$ cat src/rtl/network_run_controller.sv
// Command-driven sequencer for the spiking network: turns SPIKE/RUN/CLEAR commands
// into per-step enables and streams captured outputs. Optional counters: RUN_CTRL_STATS_EN.
module network_run_controller #(
    parameter int NUM_INP    = 8,
    parameter int NUM_OUT    = 8,
    parameter int RUN_WIDTH  = 16,
    parameter int CLR_CYCLES = 2
) (
    input  logic                 clk,
    input  logic                 rst,
    input  logic                 cmd_valid,
    output logic                 cmd_ready,
    input  logic [1:0]           cmd_op,
    input  logic [NUM_INP-1:0]   cmd_spk,
    input  logic [RUN_WIDTH-1:0] cmd_run,
    output logic                 net_en,
    output logic                 net_clr,
    output logic [NUM_INP-1:0]   net_inp,
    input  logic [NUM_OUT-1:0]   net_out,
    output logic                 out_valid,
    input  logic                 out_ready,
    output logic [NUM_OUT-1:0]   out_data,
    output logic                 out_last,
    output logic                 busy
`ifdef RUN_CTRL_STATS_EN
    ,
    output logic [31:0]          stat_steps,
    output logic [31:0]          stat_stalls
`endif
);

    localparam int CW = (CLR_CYCLES > 1) ? $clog2(CLR_CYCLES) : 1;
    localparam logic [RUN_WIDTH-1:0] COUNT_ONE = RUN_WIDTH'(1);
    localparam logic [CW-1:0]        CCNT_INIT = CW'(CLR_CYCLES - 1);

    localparam logic [1:0] OP_NOP   = 2'd0;
    localparam logic [1:0] OP_SPIKE = 2'd1;
    localparam logic [1:0] OP_RUN   = 2'd2;
    localparam logic [1:0] OP_CLEAR = 2'd3;

    typedef enum logic [1:0] {
        S_IDLE  = 2'd0,
        S_RUN   = 2'd1,
        S_CLEAR = 2'd2
    } state_t;

    state_t                 r_state;
    logic [RUN_WIDTH-1:0]   r_count;
    logic [NUM_INP-1:0]     r_pending;
    logic                   r_first;
    logic [CW-1:0]          r_ccnt;
    logic                   r_out_valid;
    logic [NUM_OUT-1:0]     r_out_data;
    logic                   r_out_last;

    logic                   w_accept;
    logic                   w_step;

    // A step may only be taken when the output register is free or being drained.
    assign w_step    = (r_state == S_RUN) && (!r_out_valid || out_ready) && !rst;
    assign cmd_ready = (r_state == S_IDLE) && !rst;
    assign w_accept  = cmd_valid && cmd_ready;

    assign net_en    = w_step;
    assign net_clr   = rst || (r_state == S_CLEAR);
    assign net_inp   = (w_step && r_first) ? r_pending : '0;

    assign out_valid = r_out_valid;
    assign out_data  = r_out_data;
    assign out_last  = r_out_last;
    assign busy      = (r_state != S_IDLE);

    always_ff @(posedge clk) begin
        if (rst) begin
            r_state     <= S_IDLE;
            r_count     <= '0;
            r_pending   <= '0;
            r_first     <= 1'b0;
            r_ccnt      <= '0;
            r_out_valid <= 1'b0;
            r_out_data  <= '0;
            r_out_last  <= 1'b0;
        end else begin
            if (w_step) begin
                r_out_data  <= net_out;
                r_out_valid <= 1'b1;
                r_out_last  <= (r_count == COUNT_ONE);
            end else if (out_ready) begin
                r_out_valid <= 1'b0;
            end

            case (r_state)
                S_IDLE: begin
                    if (w_accept) begin
                        case (cmd_op)
                            OP_SPIKE: r_pending <= r_pending | cmd_spk;
                            OP_RUN: begin
                                // A zero-length run is a no-op and never leaves IDLE.
                                if (cmd_run != '0) begin
                                    r_count <= cmd_run;
                                    r_first <= 1'b1;
                                    r_state <= S_RUN;
                                end
                            end
                            OP_CLEAR: begin
                                r_pending <= '0;
                                r_ccnt    <= CCNT_INIT;
                                r_state   <= S_CLEAR;
                            end
                            default: ;
                        endcase
                    end
                end
                S_RUN: begin
                    if (w_step) begin
                        r_count   <= r_count - COUNT_ONE;
                        r_first   <= 1'b0;
                        r_pending <= '0;
                        if (r_count == COUNT_ONE) begin
                            r_state <= S_IDLE;
                        end
                    end
                end
                S_CLEAR: begin
                    if (r_ccnt == '0) begin
                        r_state <= S_IDLE;
                    end else begin
                        r_ccnt <= r_ccnt - CW'(1);
                    end
                end
                default: r_state <= S_IDLE;
            endcase
        end
    end

`ifdef RUN_CTRL_STATS_EN
    logic [31:0] r_stat_steps;
    logic [31:0] r_stat_stalls;

    // Saturating counters; only rst clears them, CLEAR commands leave them intact.
    always_ff @(posedge clk) begin
        if (rst) begin
            r_stat_steps  <= '0;
            r_stat_stalls <= '0;
        end else begin
            if (w_step && (r_stat_steps != 32'hFFFF_FFFF)) begin
                r_stat_steps <= r_stat_steps + 32'd1;
            end
            if ((r_state == S_RUN) && !w_step && (r_stat_stalls != 32'hFFFF_FFFF)) begin
                r_stat_stalls <= r_stat_stalls + 32'd1;
            end
        end
    end

    assign stat_steps  = r_stat_steps;
    assign stat_stalls = r_stat_stalls;
`endif

endmodule

$ cat config.mk
export PLATFORM = sky130hd
export DESIGN_NAME = network_run_controller
export DESIGN_NICKNAME = d
export VERILOG_FILES = /design/src/rtl/network_run_controller.sv
export SDC_FILE = /design/constraint.sdc
export NUM_CORES = 1
export LEC_CHECK = 0
export BUFFER_PORTS_ARGS = -buffer_cell sky130_fd_sc_hd__buf_2
export CAP_MARGIN = 15
export CORE_MARGIN = 4
export CORE_UTILIZATION = 26
export DETAILED_ROUTE_END_ITERATION = 7
export GPL_ROUTABILITY_DRIVEN = 0
export SLEW_MARGIN = 30
export SYNTH_ARGS = -nofsm -noshare
export SYNTH_HDL_FRONTEND = slang
export SYNTH_SLANG_ARGS = --single-unit
$ cat constraint.sdc
create_clock -name clk -period 3.6 [get_ports clk]
set_clock_uncertainty 0.1 [all_clocks]
set_input_delay 0.36 -clock clk [delete_from_list [all_inputs] [get_ports clk]]
set_output_delay 0.36 -clock clk [all_outputs]
set_load 0.1 [all_outputs]
== After elaboration in Yosys (flattened, before gate mapping) ==
Index checks and enable logic that the tools add are counted.

* Bits in registers: 38
* Latch bits: 0
* Memory bits (writable): 0
* Memory bits (read-only): 0
* Input port bits: 38
* Output and inout bits: 22
* Word-level logic and storage cells: 74
* Memories: 0

* $add $sub $neg: 2
* Multipliers: 0
* Divide/modulo/power cells: 0
* Magnitude comparators: 0
* Eq/ne operators: 16
* Shifts and indexed selects: 0
* Multiplexer cells: 28
* Bitwise operators: 1
* Reduce and logical (&&, ||, !) cells: 19

{| class="wikitable"
|+ Operators by type and width
! kind !! number
|-
| two-way mux 16 bit || 4
|-
| one-hot mux 16 bit (2 select lines) || 1
|-
| one-hot mux 8 bit (2 select lines) || 2
|-
| two-way mux 8 bit || 3
|-
| equality test 16 x 1 -> 1 bit, second input constant || 1
|-
| nonzero test 16 bit || 1
|-
| subtractor 16 x 1 -> 16 bit, second input constant || 1
|-
| two-way mux 2 bit || 5
|-
| two-way mux 1 bit || 9
|-
| inequality test 2 x 1 -> 1 bit, second input constant || 4
|-
| OR 8 bit || 1
|-
| nonzero test 2 bit || 4
|-
| equality test 2 bit, second input constant || 3
|-
| inequality test 2 bit, second input constant || 3
|-
| inequality test 3 x 1 -> 1 bit, second input constant || 2
|-
| one-hot mux 2 bit (3 select lines) || 1
|-
| AND reduction 6 bit || 1
|-
| logical AND 1 bit || 5
|-
| AND reduction 5 bit || 1
|-
| equality test 2 x 1 -> 1 bit, second input constant || 2
|-
| one-hot mux 1 bit (2 select lines) || 2
|-
| one-hot mux 2 bit (2 select lines) || 1
|-
| AND reduction 4 bit || 1
|-
| inequality test 3 bit, second input constant || 1
|-
| other kinds (5) || 7
|}

== Logic depth before layout (Yosys ltp) ==
* Depth after elaboration: 6
* Depth in mapped cells: 8
* Mapped depth without buffers: 7

== Worst setup path after synthesis ==
Ideal clock, no wire load.

* Path type: register to output
* Start point: register r_state[1]
* End point: output cmd_ready
* Data arrival time: 2.438 ns
* Required time: 3.140 ns
* Slack: 0.702 ns
* Cell stages (with the launch flop): 3
* Buffers on the path: 0
* Cells stage by stage: dfxtp_1 > or2_1 > nor2_1

* Cells in the longest elaborated chain, start to end: 2

{| class="wikitable"
|+ RTL lines
! element !! line !! source
|-
| from (decl) || 47 || <nowiki>state_t r_state;</nowiki>
|-
| from (signal assigned) || 75 || <nowiki>r_state <= S_IDLE;</nowiki>
|-
| from (signal assigned) || 102 || <nowiki>r_state <= S_RUN;</nowiki>
|-
| from (signal assigned) || 108 || <nowiki>r_state <= S_CLEAR;</nowiki>
|-
| zero test 2 bit || 61 || <nowiki>assign cmd_ready = (r_state == S_IDLE) && !rst;</nowiki>
|-
| logical AND 1 bit || 61 ||
|-
| to (decl) || 12 || <nowiki>output logic cmd_ready,</nowiki>
|}

No other way between the ends.

== Worst setup path after layout ==
* Start point: register r_state[0]
* End point: output net_inp[3]

* Cells in the longest elaborated chain, start to end: 5

{| class="wikitable"
|+ RTL lines
! element !! line !! source
|-
| equality test 2 x 1 -> 1 bit || 60 || <nowiki>assign w_step = (r_state == S_RUN) && (!r_out_valid || out_ready) && !rst;</nowiki>
|-
| logical AND 1 bit (2 in a row) || 60 ||
|-
| logical AND 1 bit || 66 || <nowiki>assign net_inp = (w_step && r_first) ? r_pending : '0;</nowiki>
|-
| two-way mux 8 bit || 66 ||
|-
| to (decl) || 18 || <nowiki>output logic [NUM_INP-1:0] net_inp,</nowiki>
|}

No other way between the ends.

==> out/results.txt <==
Area enclosed by the die boundary - 9230 µm²
Total clock buffers created by CTS - 5
Mapped cell area - 2017 µm²
Final Hold Violating Endpoints - 0
Worst max-slew margin expressed relative to the limit - 53.74%
Async set-or-reset flop fraction in the synthesized netlist - 0%
Area fraction in compound gates after synthesis - 26.43%
Final-stage net count - 357
LEAKAGE - 1.074 nW
HPWL Detailed - 4098 µm
Flip-flop and latch area - 760.7 µm²
Layout cells sized above 1 - 24.53%
Crit Path Max Fanout - 13
Shortest period the worst path allows - 3.030 ns
Most area-hungry cell type in the Yosys netlist - dfxtp_1
Combinational family with the most area after synthesis - simple AND/OR/NAND/NOR gates
GRT Residual Overflow - 0
DRT antenna net count - 0
Hold WC Path Type - input port to flop
Fraction of power spent switching nets - 32.00%
Worst-path cell chain - nor2b_1 > buf_4 > nand2_1 > nor2_1 > and2_1 > buf_2
Cell family with the largest share of critical-path delay - simple AND/OR/NAND/NOR gates
Number of vias per cell after detailed routing - 4.878
Top-Level Pins - 60
Number of synthesized register bits - 38
Antenna violations before repair - 0
Largest voltage drop on the vdd net - 0.0001662 V
Quantity of I/O buffers inserted on ports - 59
Slowest Stage Delay on Critical Path - 0.62 ns
Data arrival, critical path - 2.57 ns
Instance area after placement - 2384 µm²
Die Y-Extent - 96.08 µm
Number of diodes - 0
Initial core utilization - 27.23%
Maximum number of pins on one net before global-route repair - 37
Simple-Gate Fraction of Synth Area - 29.59%
Number of design rule violations left after detail routing - 0
Standard cell with the maximum stage delay on the critical path - dfxtp_1
Share of the synthesized area in the top cell type - 37.72%
Synth Area in XOR/XNOR - 0%
Synthesized netlist cell count - 263
Startpoint-to-endpoint class of the critical path - flop to output port
Total core area - 7408 µm²
Yosys warns - 0
Detailed-router iteration count before antenna repair - 4
PD cells - 484.9 nW/µm²
Seq/Total Area, Yosys - 37.72%
Req. time, crit path - 3.14 ns
Part of the total power dissipated in sequential elements - 38.2%
CTS HTree Levels - 2
Via count - 2034
Post-CTS setup-driven buffer insertion count - 0
Detailed Route Iter0 Violations - 66
Combinational share of power - 24.4%
Area of combinational cells with multiple inputs - 1166 µm²
Die width - 96.08 µm
Number of global-route vias before repair - 1971
Highest achievable clock rate - 330.0 MHz
Clk pwr share - 37.3%
Routed len/inst - 13.37 µm
Number of filler cells placed in the layout - 799
Predominant post-synthesis flop cell - dfxtp_1
Post-cts sizing count - 0
Number of core rows - 31
Final-layout setup total negative slack - 0 ns
GRT Resource Usage Total - 12.39%
Global-route wire length before repair - 8921 µm
Post-Syn Area per Cell - 7.669 µm²
Insertion delay of the later-clocked pin in the worst-skew pair - 0.30 ns
Type of origin of the critical path - flop
Number of maximum-capacitance constraint violations - 0
Sort of element at the end of the critical path - output port
Final setup violation count - 0
Relative area change from synthesis to final layout - 25.25%
Sink Count - 38
Post-synth cell types - 47
Final count of pins violating max slew - 0
Post-Synth Adder-Cell Area - 1.241%
Buffers from clock root to sink, at most - 2
Root buffer selected by CTS - clkbuf_8
Switching Power - 0.0003920 W
Unrepaired setup endpoints after global routing - false
Share of the cycle needed by the critical path after routing - 84.17%
CTS tree - yes
Number of enable flip-flop cells after synthesis - 0
Worst-Margin Slew - 0.6939 ns
Total wire length after detailed routing - 5574 µm
Number of nets in the synthesized netlist - 303
Clock slew at reported path FFs - 0.08 ns
Number of buffers inserted by hold repair at cts - 0
Final instance area - 2526 µm²
Biggest area contributors in the synthesized netlist - dfxtp_1 38%, a21oi_1 9.7%, nand2_1 9.1%
Int Pwr - 0.0008330 W
Multiplexer area fraction after synthesis - 0.5583%
Result of the run - completed
Buffers and inverters on the worst path - 2
==> cells by family (layout without fill, tap and decap cells) <==
| family | Yosys count | in the layout |
|---|---|---|
| AND/OR/NAND/NOR | 120 | 120 |
| AO/OA/AOI/OAI | 82 | 82 |
| flip-flops | 38 | 38 |
| buffers and inverters | 20 | 75 |
| adder cells (fa/ha/maj) | 2 | 2 |
| multiplexers | 1 | 1 |
==> cell usage in the layout, fill, tap and decap left out, types with 2 or more instances in the layout <==
master / Yosys / routed
and2_1: 9 / 9
a31oi_1: 2 / 2
o211ai_1: 2 / 2
nor2_1: 28 / 28
ha_1: 2 / 2
clkbuf_8: 0 / 6
buf_4: 1 / 2
o21ai_0: 9 / 9
nor3_1: 5 / 5
nand2b_1: 5 / 5
a22o_1: 2 / 2
dfxtp_1: 38 / 38
nand3_1: 3 / 3
buf_2: 3 / 59
o21ai_1: 10 / 10
bufinv_16: 0 / 2
nor4_1: 8 / 8
nand2_1: 49 / 49
o32ai_1: 2 / 2
nor2b_1: 4 / 4
a21oi_1: 39 / 39
a21o_1: 3 / 3
inv_1: 6 / 6
==> worst register-to-register path: cells and delay by family (launching register included) <==
family           cells  cell delay [ns]
AO/OA/AOI/OAI        4             1.36
flip-flops           1             0.62
AND/OR/NAND/NOR      1             0.15
==> flip-flops by register name, summed over array words and instances (netlist names) <==
| name | count |
|---|---|
| out_last | 1 |
| r_count | 16 |
| out_data | 8 |
| r_first | 1 |
| r_pending | 8 |
| out_valid | 1 |
| r_state | 2 |
| r_ccnt | 1 |
==> stage by stage <==
step / hold slack (ns) / power (W) / instances / setup slack [ns] / utilization, %
detailed placement: 0.3470 / 0.0007785 / 409 / 0.8380 / 32.17
finish: 0.1906 / 0.001225 / 417 / 0.5698 / 34.10
global placement: 0.3438 / 0.0007753 / 409 / 0.9028 / 32.17
floorplan: 0.3285 / 0.0007066 / 263 / 0.7016 / -
CTS: 0.1806 / 0.001237 / 417 / 0.5080 / 34.10
global route: 0.1868 / 0.001285 / 417 / 0.3311 / 34.10
==> Yosys cell counts (all sizes together) (2+ instances only) <==
| cell | count |
|---|---|
| a2111oi | 2 |
| a21o | 3 |
| a21oi | 39 |
| a22o | 2 |
| a31oi | 2 |
| and2 | 9 |
| buf | 6 |
| clkbuf | 8 |
| dfxtp | 38 |
| ha | 2 |
| inv | 6 |
| nand2 | 49 |
| nand2b | 5 |
| nand3 | 3 |
| nor2 | 28 |
| nor2b | 4 |
| nor3 | 5 |
| nor4 | 9 |
| o211ai | 2 |
| o21ai | 19 |
| o32ai | 2 |
| o41ai | 2 |
| or2 | 2 |
| or4 | 2 |
==> metal layers <==
metal	global-route usage, %	wire (µm)	vias up
met5	0	0	-
met1	14.68	2443	949
li1	-	-	1037
met2	20.76	2720	42
met4	4.739	76	0
met3	3.909	334	6
==> worst paths after layout <==
path	from	to	slack [ns]	depth (start not counted)
max	r_state[0]	net_inp[3]	0.57	6
min	net_out[2]	out_data[2]	0.19	3
max reg2reg	r_state[0]	r_count[1]	1.30	5
min reg2reg	out_data[2]	out_data[2]	0.36	2
==> power by group through the flow <==
stage	Combinational (W)	Sequential, W	Clock (W)
finish	0.000299	0.000468	0.000457
global route	0.000328	0.000472	0.000484
CTS	0.000302	0.000468	0.000468
detailed placement	0.000301	0.000478	0
global placement	0.000298	0.000477	0
floorplan	0.000191	0.000515	0
==> cell type report <==
cell class | count | area share, %
clock buffer | 6 | 3.269
sequential | 38 | 30.11
tap | 99 | 4.903
inverter | 6 | 0.8915
timing repair buffer | 61 | 12.28
clock inverter | 2 | 2.377
multi-input combinational | 205 | 46.16
Note: power is estimated with default switching activity, not from simulation.
